## config.mk

```make
export PLATFORM = sky130hd
export DESIGN_NAME = stack_ctrl
export DESIGN_NICKNAME = d
export VERILOG_FILES = /design/src/rtl/stack_ctrl.sv
export SDC_FILE = /design/constraint.sdc
export NUM_CORES = 1
export LEC_CHECK = 0
export CORE_UTILIZATION = 30
export CTS_CLUSTER_DIAMETER = 40
export CTS_CLUSTER_SIZE = 12
export DETAILED_ROUTE_END_ITERATION = 10
export GPL_TIMING_DRIVEN = 0
export PLACE_DENSITY = 0.55
export SETUP_SLACK_MARGIN = 0.15
export SKIP_CTS_REPAIR_TIMING = 1
export SYNTH_ARGS = -nofsm -noshare
export SYNTH_HDL_FRONTEND = slang
export SYNTH_SLANG_ARGS = --single-unit
```

## constraint.sdc

```tcl
create_clock -name clk -period 3.8 [get_ports clk]
set_input_delay 0.57 -clock clk [delete_from_list [all_inputs] [get_ports clk]]
set_output_delay 0.57 -clock clk [all_outputs]
set_load 0.005 [all_outputs]
```

## src/rtl/stack_ctrl.sv

```systemverilog
// stack_ctrl: LIFO return-address stack with a three-state push/pop sequencer
// and sticky overflow/underflow/conflict flags.
module stack_ctrl #(
  parameter int WIDTH = 10,
  parameter int DEPTH = 16
) (
  input  logic                     clk,
  input  logic                     reset,
  input  logic                     push,
  input  logic                     pop,
  input  logic [WIDTH-1:0]         din,
  input  logic                     clr_err,
  output logic [WIDTH-1:0]         dout,
  output logic                     valid,
  output logic                     busy,
  output logic                     full,
  output logic                     empty,
  output logic                     overflow,
  output logic                     underflow,
  output logic                     conflict,
  output logic [$clog2(DEPTH):0]   count
);
  localparam int AW = $clog2(DEPTH);
  typedef enum logic [1:0] {IDLE, WRITE, READ} state_t;
  state_t state, state_nx;
  logic [WIDTH-1:0] mem [DEPTH];
  logic [WIDTH-1:0] hold;
  logic idle, do_push, do_pop, ov_set, un_set, cf_set;
  assign full  = count == (AW+1)'(DEPTH);
  assign empty = count == '0;
  assign busy  = state != IDLE;
  always_comb begin
    idle     = state == IDLE;
    do_push  = idle && push && !pop && !full;
    do_pop   = idle && pop && !push && !empty;
    ov_set   = idle && push && !pop && full;
    un_set   = idle && pop && !push && empty;
    cf_set   = idle && push && pop;
    state_nx = do_push ? WRITE : do_pop ? READ : IDLE;
  end
  always_ff @(posedge clk or negedge reset) begin
    if (!reset) begin
      state     <= IDLE;
      count     <= '0;
      dout      <= '0;
      valid     <= 1'b0;
      overflow  <= 1'b0;
      underflow <= 1'b0;
      conflict  <= 1'b0;
    end else begin
      state     <= state_nx;
      valid     <= state == READ;
      if (state == WRITE) count <= count + 1'b1;
      else if (do_pop) count <= count - 1'b1;
      if (state == READ) dout <= mem[count[AW-1:0]];
      // a fresh error outranks a simultaneous clear
      overflow  <= ov_set | (overflow & ~clr_err);
      underflow <= un_set | (underflow & ~clr_err);
      conflict  <= cf_set | (conflict & ~clr_err);
    end
  end
  always_ff @(posedge clk) begin
    if (do_push) hold <= din;
    if (state == WRITE) mem[count[AW-1:0]] <= hold;
  end
endmodule

```

; Yosys cells after proc, flatten, opt, wreduce, memory -nomap -nowiden
; Memories as Yosys holds them, arrays and structs flattened. A register that Yosys moved wholly into a read port is not among the register bits.
; Index checks and enable logic that the tools add are counted.
; W data, S select, Z words.
[classes]
n_addsub = 2
n_bitwise = 7
n_mux = 6
eq_ne = 3
n_reduce_logical = 18
[ops]
columns = op, n
row1 = $mux W5, 2
row2 = $logic_and A1 B1 Y1, 9
row3 = $add A5 B1 Y5 const B, 1
row4 = $eq A5 B5 Y1 const B, 1
row5 = $logic_not A1 Y1, 5
row6 = $logic_not A5 Y1, 1
row7 = $sub A5 B1 Y5 const B, 1
row8 = $mux W2, 2
row9 = $reduce_bool A2 Y1, 2
row10 = $and A1 B1 Y1, 3
row11 = $or A1 B1 Y1, 3
row12 = $eq A2 B1 Y1 const B, 1
row13 = $eq A2 B2 Y1 const B, 1
row14 = $logic_not A2 Y1, 1
row15 = $mux W1, 2
row16 = $not A1 Y1, 1
[totals]
inputBits = 15
regBits = 21
wordCells = 44
mem_count = 1
mem_bits_rw = 160
[memory_table]
columns = name, words, word_bits, read_ports, rd_clocked_by_memory_dff, wr, line
row1 = mem, 16, 10, 1, 1, 1, 26  ; logic [WIDTH-1:0] mem [DEPTH];

; Longest topological paths before layout
; Gate-level depths: netlist (run 1).
[depth]
depth_word = 6
ltp_mapped = 9
mapped_depth_nobuf = 8

; Least setup slack after synthesis (run 1)
; OpenSTA, ideal clock, no wires.
[synth_path]
kind = register to register
start = register count[2]
end = register hold[0] (enable)
t_required_ps = 3423
arrival_ps = 1618
path_buffers = 2
stages_incl_launch_ff = 7
period_less_slack_ps = 1995
setup_ps = 377
slack_ps = 1805
cell_sequence = dfrtp_1 buf_2 buf_1 nor2_1 nand3_1 inv_1 nor2_1
[synth_between]
elab_chain_len = 3
[synth_lines]
columns = item, line
row1 = "start, declared", 21  ; output logic [$clog2(DEPTH):0] count
row2 = "start signal, assigned", 53  ; if (state == WRITE) count <= count + 1'b1;
row3 = "start signal, assigned", 54  ; else if (do_pop) count <= count - 1'b1;
row4 = $eq A5 B5 Y1, 29  ; assign full = count == (AW+1)'(DEPTH);
row5 = via full, 16  ; output logic full,
row6 = $logic_not A1 Y1, 34  ; do_push = idle && push && !pop && !full;
row7 = $logic_and A1 B1 Y1, 34
row8 = via do_push, 28  ; logic idle, do_push, do_pop, ov_set, un_set, cf_set;
row9 = "end signal, assigned", 63  ; if (do_push) hold <= din;
row10 = "end, declared", 27  ; logic [WIDTH-1:0] hold;
; The timed path passes the listed nets, and every way through them passes these cells.
; A chain may end at the register's enable or synchronous reset.

; Final worst setup path (run 1)
[layout_path]
start = register count[2]
end = output full
[layout_between]
elab_chain_len = 1
[layout_lines]
columns = item, line
row1 = $eq A5 B5 Y1, 29
row2 = "end, declared", 16
; Every way passes these cells.

==> results of run 1 <==
## flip-flops by register name, indices dropped and copies added, names as in the netlist
signal	count
conflict	1
hold	10
count	5
overflow	1
underflow	1
mem	160
dout	10
valid	1
state	2
## worst max-delay path, stage by stage, from the launching register on
cell and delay (ns):
sky130_fd_sc_hd__dfrtp_1 0.38, sky130_fd_sc_hd__buf_2 0.27, sky130_fd_sc_hd__buf_1 0.46, sky130_fd_sc_hd__nor2_1 0.17
sky130_fd_sc_hd__nand3_1 0.15, sky130_fd_sc_hd__inv_1 0.06, sky130_fd_sc_hd__clkdlybuf4s50_1 0.44
## power by group
part / switching (mW) / leakage (nW) / internal [mW] / total (mW)
combinational: 1.02 / 0.922 / 0.725 / 1.75
clock: 0.793 / 0.281 / 0.980 / 1.77
sequential: 0.107 / 1.78 / 2.43 / 2.54
## routing by layer
layer  global-route usage, %  vias up  wire (µm)
li1                        -     1796          -
met1                    19.6     1963       7890
met2                    19.2      136       6990
met3                    3.46       15        890
met4                    3.80        0        164
met5                       0        -          0
## final timing paths
| check | to | slack [ns] | cells past startpoint |
|---|---|---|---|
| worst min register to register | conflict | 0.53 | 2 |
| worst min-delay path | conflict | 0.53 | 2 |
| worst max-delay path | full | 0.87 | 6 |
| min in group asynchronous | count[3] | 0.66 | 1 |
| worst max register to register | hold[5] | 1.05 | 6 |
| max in group asynchronous | conflict | 2.57 | 1 |
## stage by stage
step / power [mW] / setup WS [ns]
after global placement: 4.31 / 1.14
after global routing: 6.33 / 0.698
after floorplan: 3.65 / 1.80
final: 6.06 / 0.865
after detailed placement: 4.33 / 1.10
after CTS: 6.09 / 0.875
## kinds of logic (layout without fill, tap and decap cells)
| family | after synthesis | in the layout | share of synthesized area (%) |
|---|---|---|---|
| XOR/XNOR | 4 | 4 | 0.472 |
| adder cells (fa/ha/maj) | 4 | 4 | 0.775 |
| AO/OA/AOI/OAI | 60 | 60 | 5.58 |
| AND/OR/NAND/NOR | 85 | 85 | 5.44 |
| flip-flops | 191 | 191 | 75.8 |
| buffers and inverters | 27 | 94 | 1.84 |
| multiplexers | 62 | 62 | 10.1 |
## area by class of cell
cell class	instances	area, µm²	share of cell area (%)
plain buffers	18	103	1.17
clock buffers	17	425	4.85
clock inverters	14	161	1.84
inverters	9	33.8	0.385
multi-input cells	215	1660	18.9
flip-flops and latches	191	5630	64.1
well taps	324	405	4.62
repair buffers	36	360	4.11
## synth_stat cells (2+ instances only)
cell type and instances:
sky130_fd_sc_hd__xnor2_1 3, sky130_fd_sc_hd__o22ai_1 21, sky130_fd_sc_hd__mux4_2 10, sky130_fd_sc_hd__a211oi_1 10, sky130_fd_sc_hd__edfxtp_1 170, sky130_fd_sc_hd__nand3_1 5, sky130_fd_sc_hd__nor3_1 10, sky130_fd_sc_hd__buf_2 10
sky130_fd_sc_hd__nor2_1 43, sky130_fd_sc_hd__mux2i_1 51, sky130_fd_sc_hd__a21oi_1 14, sky130_fd_sc_hd__inv_1 8, sky130_fd_sc_hd__nor2b_1 12, sky130_fd_sc_hd__a21o_1 2, sky130_fd_sc_hd__nand3b_1 3, sky130_fd_sc_hd__clkbuf_1 2
sky130_fd_sc_hd__dfrtp_1 21, sky130_fd_sc_hd__nand2_1 8, sky130_fd_sc_hd__a2111oi_1 10, sky130_fd_sc_hd__buf_4 3, sky130_fd_sc_hd__ha_1 3
## cells in the final DEF (no fill, tap or decap), drive strengths merged
master	Yosys	routed
nor2	44	44
dfrtp	21	21
o32ai	1	1
buf	15	15
mux2	1	1
clkbuf	3	20
nor2b	12	12
a21o	2	2
mux4	10	10
inv	8	12
a2111oi	10	10
clkinv	1	6
nand2	8	8
xor2	1	1
a21oi	14	14
fa	1	1
mux2i	51	51
nand2b	1	1
bufinv	0	2
ha	3	3
o21ai	2	2
clkinvlp	0	3
nand3b	3	3
clkdlybuf4s50	0	36
edfxtp	170	170
nor4	1	1
a211oi	10	10
or2	1	1
nor3	10	10
o22ai	21	21
nand3	5	5
xnor2	3	3
==> results.py, run 1 <==
metrics = {
    "place": {
        "dpl-instance-area_um2": 8190,
        "dp_hpwl_um": 10500,
        "gp_routability_congestion": 0.845,
        "numPlacedInstances": 793,
        "port_buffers": 36,
    },
    "grt": {
        "first_global_vias": 3947,
        "grt-ovfl-total": 0,
        "number_of_antenna_violations_at_the_first_check_in_global_routing": 0,
        "grt_max_degree": 22,
        "globalRouteTotalUtil_pct": 13.3,
        "grt_first_pass_wirelength_um": 24600,
    },
    "synthesis": {
        "synth-edff-count": 170,
        "syn-mean-instance-area_um2": 17.1,
        "postSynthRegisterBits": 191,
        "ys_dominant_reg_cell": "sky130_fd_sc_hd__edfxtp_1",
        "async_sr_flop_fraction_pct": 11.0,
        "ys_warn_count": 0,
        "post_synth_instance_area_um2": 7420,
        "cell_taking_the_most_area_after_synthesis": "sky130_fd_sc_hd__edfxtp_1",
        "yosys-top-cells-area": "sky130_fd_sc_hd__edfxtp_1 69%, sky130_fd_sc_hd__dfrtp_1 7.1%, sky130_fd_sc_hd__mux2i_1 6.9%",
        "synthCells": 433,
        "synthesis.nets": 452,
        "ys_types": 35,
        "yosysSeqAreaShare_pct": 75.8,
        "synth_top_area_share_pct": 68.8,
    },
    "floorplanning": {
        "io-pin-count": 37,
        "core_area_um2": 24300,
        "die_y_um": 159,
        "dieWidth_um": 159,
        "rows": 57,
        "effective_utilization_at_floorplan_pct": 30.5,
        "design.die.area_um2": 25400,
    },
    "pwr": {
        "power.ir.vdd_worst_v": 0.000291,
        "powerDensity_nw_per_um2": 690,
        "p_leak_nw": 2.98,
    },
    "finish": {
        "final_area_um2": 8780,
        "area.growth.synth_to_final_pct": 18.2,
        "post-route-util_pct": 36.1,
        "fillers": 2257,
        "final_net_count": 507,
        "layout-drive-gt1-share_pct": 12.0,
        "layoutNonFillerInstCount": 824,
        "insertedDiodeCount": 0,
    },
    "clock_network": {
        "cts.sinks": 191,
        "cts_inserted_buffers": 17,
        "clock_latency_ns": 0.43,
        "cts_root_buf": "sky130_fd_sc_hd__clkbuf_16",
        "clk_transition_reported_paths_ns": 0.07,
        "cts-htree-levels": 4,
        "cts_tree": "yes",
        "clock_tree.buffer_depth": 2,
    },
    "detailed_routing": {
        "routedWlPerCell_um": 19.3,
        "wirelength_um": 15900,
        "dr.first_iter.drc_count": 452,
        "iteration_count_of_the_initial_detailed_routing_pass": 5,
        "num_vias": 3910,
        "detail_route.vias_per_cell": 4.75,
        "drc_errors": 0,
        "remaining_number_of_nets_flagged_by_the_antenna_check_after_routing": 0,
    },
    "worst_setup_path": {
        "critPathKind": "register to primary output",
        "r2r_start": "count[2]",
        "timing.critical_path.required_ns": 3.23,
        "startpoint_type": "register",
        "endpoint_kind": "primary output",
        "worst-endpoint-arrival_ns": 2.36,
        "worst-path-max-fanout": 10,
        "crit_path_start": "count[2]",
    },
    "outcome": {
        "outcome": "complete, no violations",
    },
    "sta": {
        "clock.fmax_mhz": 341,
        "worst_pin_slew_ns": 1.15,
        "crit_share_post_route_pct": 77.2,
        "final-hold-violation-count": 0,
        "finalSetupViolations": 0,
        "hold_ws_ns": 0.526,
        "period_needed_ns": 2.93,
        "slew_headroom_pct": 23.3,
        "setup_total_negative_slack_ns": 0,
        "drv_slew": 0,
        "final.setup_skew_ns": 0.00820,
        "rsz_0062_raised_after_global_routing": "false",
    },
    "worst_hold_path": {
        "hold_path_origin": "conflict",
        "min_path_type": "register to register",
    },
    "job": {
        "maxCapViolCount": 0,
    },
}
Note: power is estimated with default switching activity, not from simulation.
==> run 2: changes to the inputs <==
--- a/config.mk
+++ b/config.mk
@@ -10,7 +10,7 @@
 export CTS_CLUSTER_SIZE = 12
 export DETAILED_ROUTE_END_ITERATION = 10
 export GPL_TIMING_DRIVEN = 0
-export PLACE_DENSITY = 0.55
+export PLACE_DENSITY = 0.56
 export SETUP_SLACK_MARGIN = 0.15
 export SKIP_CTS_REPAIR_TIMING = 1
 export SYNTH_ARGS = -nofsm -noshare
==> constraint.sdc (replaced) <==
create_clock -name clk -period 2.4 [get_ports clk]
set_input_delay 0.36 -clock clk [delete_from_list [all_inputs] [get_ports clk]]
set_output_delay 0.36 -clock clk [all_outputs]
set_load 0.005 [all_outputs]
==> run 2 against run 1 <==
Power up 64%. Core utilization up 0.69 points. Cell count up 0.36%. Clock skew up 0.0035 ns. Via count up 1.0%. Clock-buffer cell count unchanged. Final area up 1.9%. Routed wire length up 0.58%. First-iteration DRC count down 15%. Worst setup slack worse by 0.79 ns. Critical endpoint is now mem[12][5]. Largest power group unchanged.
==> results.py, run 2 (synthesis gave the netlist of run 1 again) <==
metrics = {
    "detailed_routing": {
        "topRoutingLayerUsed": "met4",
        "detail_route.vias_per_cell": 4.78,
        "detailroute.wirelength.met2_um": 6960,
        "route.met3.wl_um": 991,
        "dr.first_iter.drc_count": 386,
        "remaining_number_of_nets_flagged_by_the_antenna_check_after_routing": 0,
        "iteration_count_of_the_initial_detailed_routing_pass": 6,
        "num_vias": 3949,
        "routedWlPerCell_um": 19.4,
        "wirelength_um": 16000,
        "drc_errors": 0,
        "wl_met1_um": 7880,
    },
    "place": {
        "gp_routability_congestion": 0.870,
        "dp_hpwl_um": 10700,
        "numPlacedInstances": 793,
        "port_buffers": 36,
    },
    "sta": {
        "finalSetupViolations": 0,
        "period_needed_ns": 2.33,
        "worst_pin_slew_ns": 1.03,
        "clock.fmax_mhz": 430,
        "drv_slew": 0,
        "final.setup_skew_ns": 0.0117,
        "rsz_0062_raised_after_global_routing": "true",
        "hold_ws_ns": 0.434,
        "final-hold-violation-count": 0,
        "setup_total_negative_slack_ns": 0,
        "slew_headroom_pct": 31.0,
        "crit_share_post_route_pct": 96.9,
    },
    "floorplanning": {
        "rows": 57,
        "design.die.area_um2": 25400,
        "io-pin-count": 37,
        "core_area_um2": 24300,
        "die_y_um": 159,
        "dieWidth_um": 159,
        "effective_utilization_at_floorplan_pct": 30.5,
    },
    "finish": {
        "post-route-util_pct": 36.8,
        "final_net_count": 510,
        "layout.cells.most_common": "sky130_fd_sc_hd__edfxtp_1",
        "area.growth.synth_to_final_pct": 20.5,
        "layoutNonFillerInstCount": 827,
        "layout-drive-gt1-share_pct": 16.9,
        "largest_register_ff_count": 160,
        "fillers": 2262,
        "most_frequent_cells_in_the_layout": "170 x sky130_fd_sc_hd__edfxtp_1, 51 x sky130_fd_sc_hd__mux2i_1, 34 x sky130_fd_sc_hd__clkdlybuf4s50_1",
        "insertedDiodeCount": 0,
    },
    "worst_setup_path": {
        "startpoint_type": "register",
        "crit_path_cell_chain": "nand2b_1, inv_1, nand3_1, nor2_1",
        "endpoint_kind": "register",
        "slowest_stage": "sky130_fd_sc_hd__nor2_1",
        "max_stage_delay_ns": 0.83,
        "r2r_cells": 4,
        "timing.critical_path.required_ns": 2.45,
        "critPathKind": "register to register",
        "worst-path-max-fanout": 10,
        "critical_path.top_delay_family": "simple AND/OR/NAND/NOR gates",
        "crit_cells": 4,
        "worst-endpoint-arrival_ns": 2.38,
        "worst-path-buf-inv": 1,
    },
    "clock_network": {
        "cts_inserted_buffers": 17,
        "cts-htree-levels": 4,
        "cts.sinks": 191,
        "clock_latency_ns": 0.43,
        "clock_tree.buffer_depth": 2,
        "clk_transition_reported_paths_ns": 0.07,
        "cts_tree": "yes",
        "cts_root_buf": "sky130_fd_sc_hd__clkbuf_16",
    },
    "job": {
        "maxCapViolCount": 0,
    },
    "pwr": {
        "power.ir.vdd_worst_v": 0.000464,
        "p_leak_nw": 3.07,
        "powerDensity_nw_per_um2": 1110,
    },
    "worst_hold_path": {
        "min_path_type": "input pin to async pin",
    },
    "grt": {
        "grt-ovfl-total": 0,
        "first_global_vias": 3960,
        "grt_first_pass_wirelength_um": 24600,
        "number_of_antenna_violations_at_the_first_check_in_global_routing": 0,
        "grt_max_degree": 22,
        "globalRouteTotalUtil_pct": 13.2,
    },
    "outcome": {
        "outcome": "complete, no violations",
    },
}
==> run 2: power by group <==
part / switching (mW) / leakage (nW) / internal (mW)
registers: 0.175 / 1.78 / 3.85
logic: 1.70 / 0.993 / 1.28
clock network: 1.26 / 0.296 / 1.66
total: 3.14 / 3.07 / 6.80
==> run 2: final timing paths <==
path	end	start	slack (ns)
max in group asynchronous	count[1]	reset	1.35
min	count[2]	reset	0.43
max reg2reg	mem[12][5]	state[1]	0.07
max	mem[12][5]	state[1]	0.07
min reg2reg	underflow	underflow	0.52
min in group clk	hold[0]	din[0]	0.48
==> run 2: area by class of cell <==
type	count	area (µm²)	area share (%)
buffer	18	145	1.62
clock buffer	17	425	4.76
clock inverter	14	181	2.03
inverter	9	33.8	0.378
multi-input combinational	215	1730	19.4
sequential	191	5630	63.0
tap	324	405	4.53
timing repair buffer	39	388	4.34
==> run 2: metrics by stage <==
stage	setup WS (ns)	instance area [µm²]	power (mW)
after global placement	-0.308	8190	6.81
final	0.0744	8940	9.93
after detailed placement	-0.364	8190	6.86
after global routing	-0.0249	8940	10.3
after floorplan	0.405	7420	5.79
after CTS	-0.382	8800	9.77
==> run 2: layer usage <==
metal | track usage (%) | vias to the layer above
li1 | - | 1800
met1 | 19.3 | 1998
met2 | 19.0 | 135
met3 | 3.46 | 16
met4 | 4.33 | 0
met5 | 0 | -
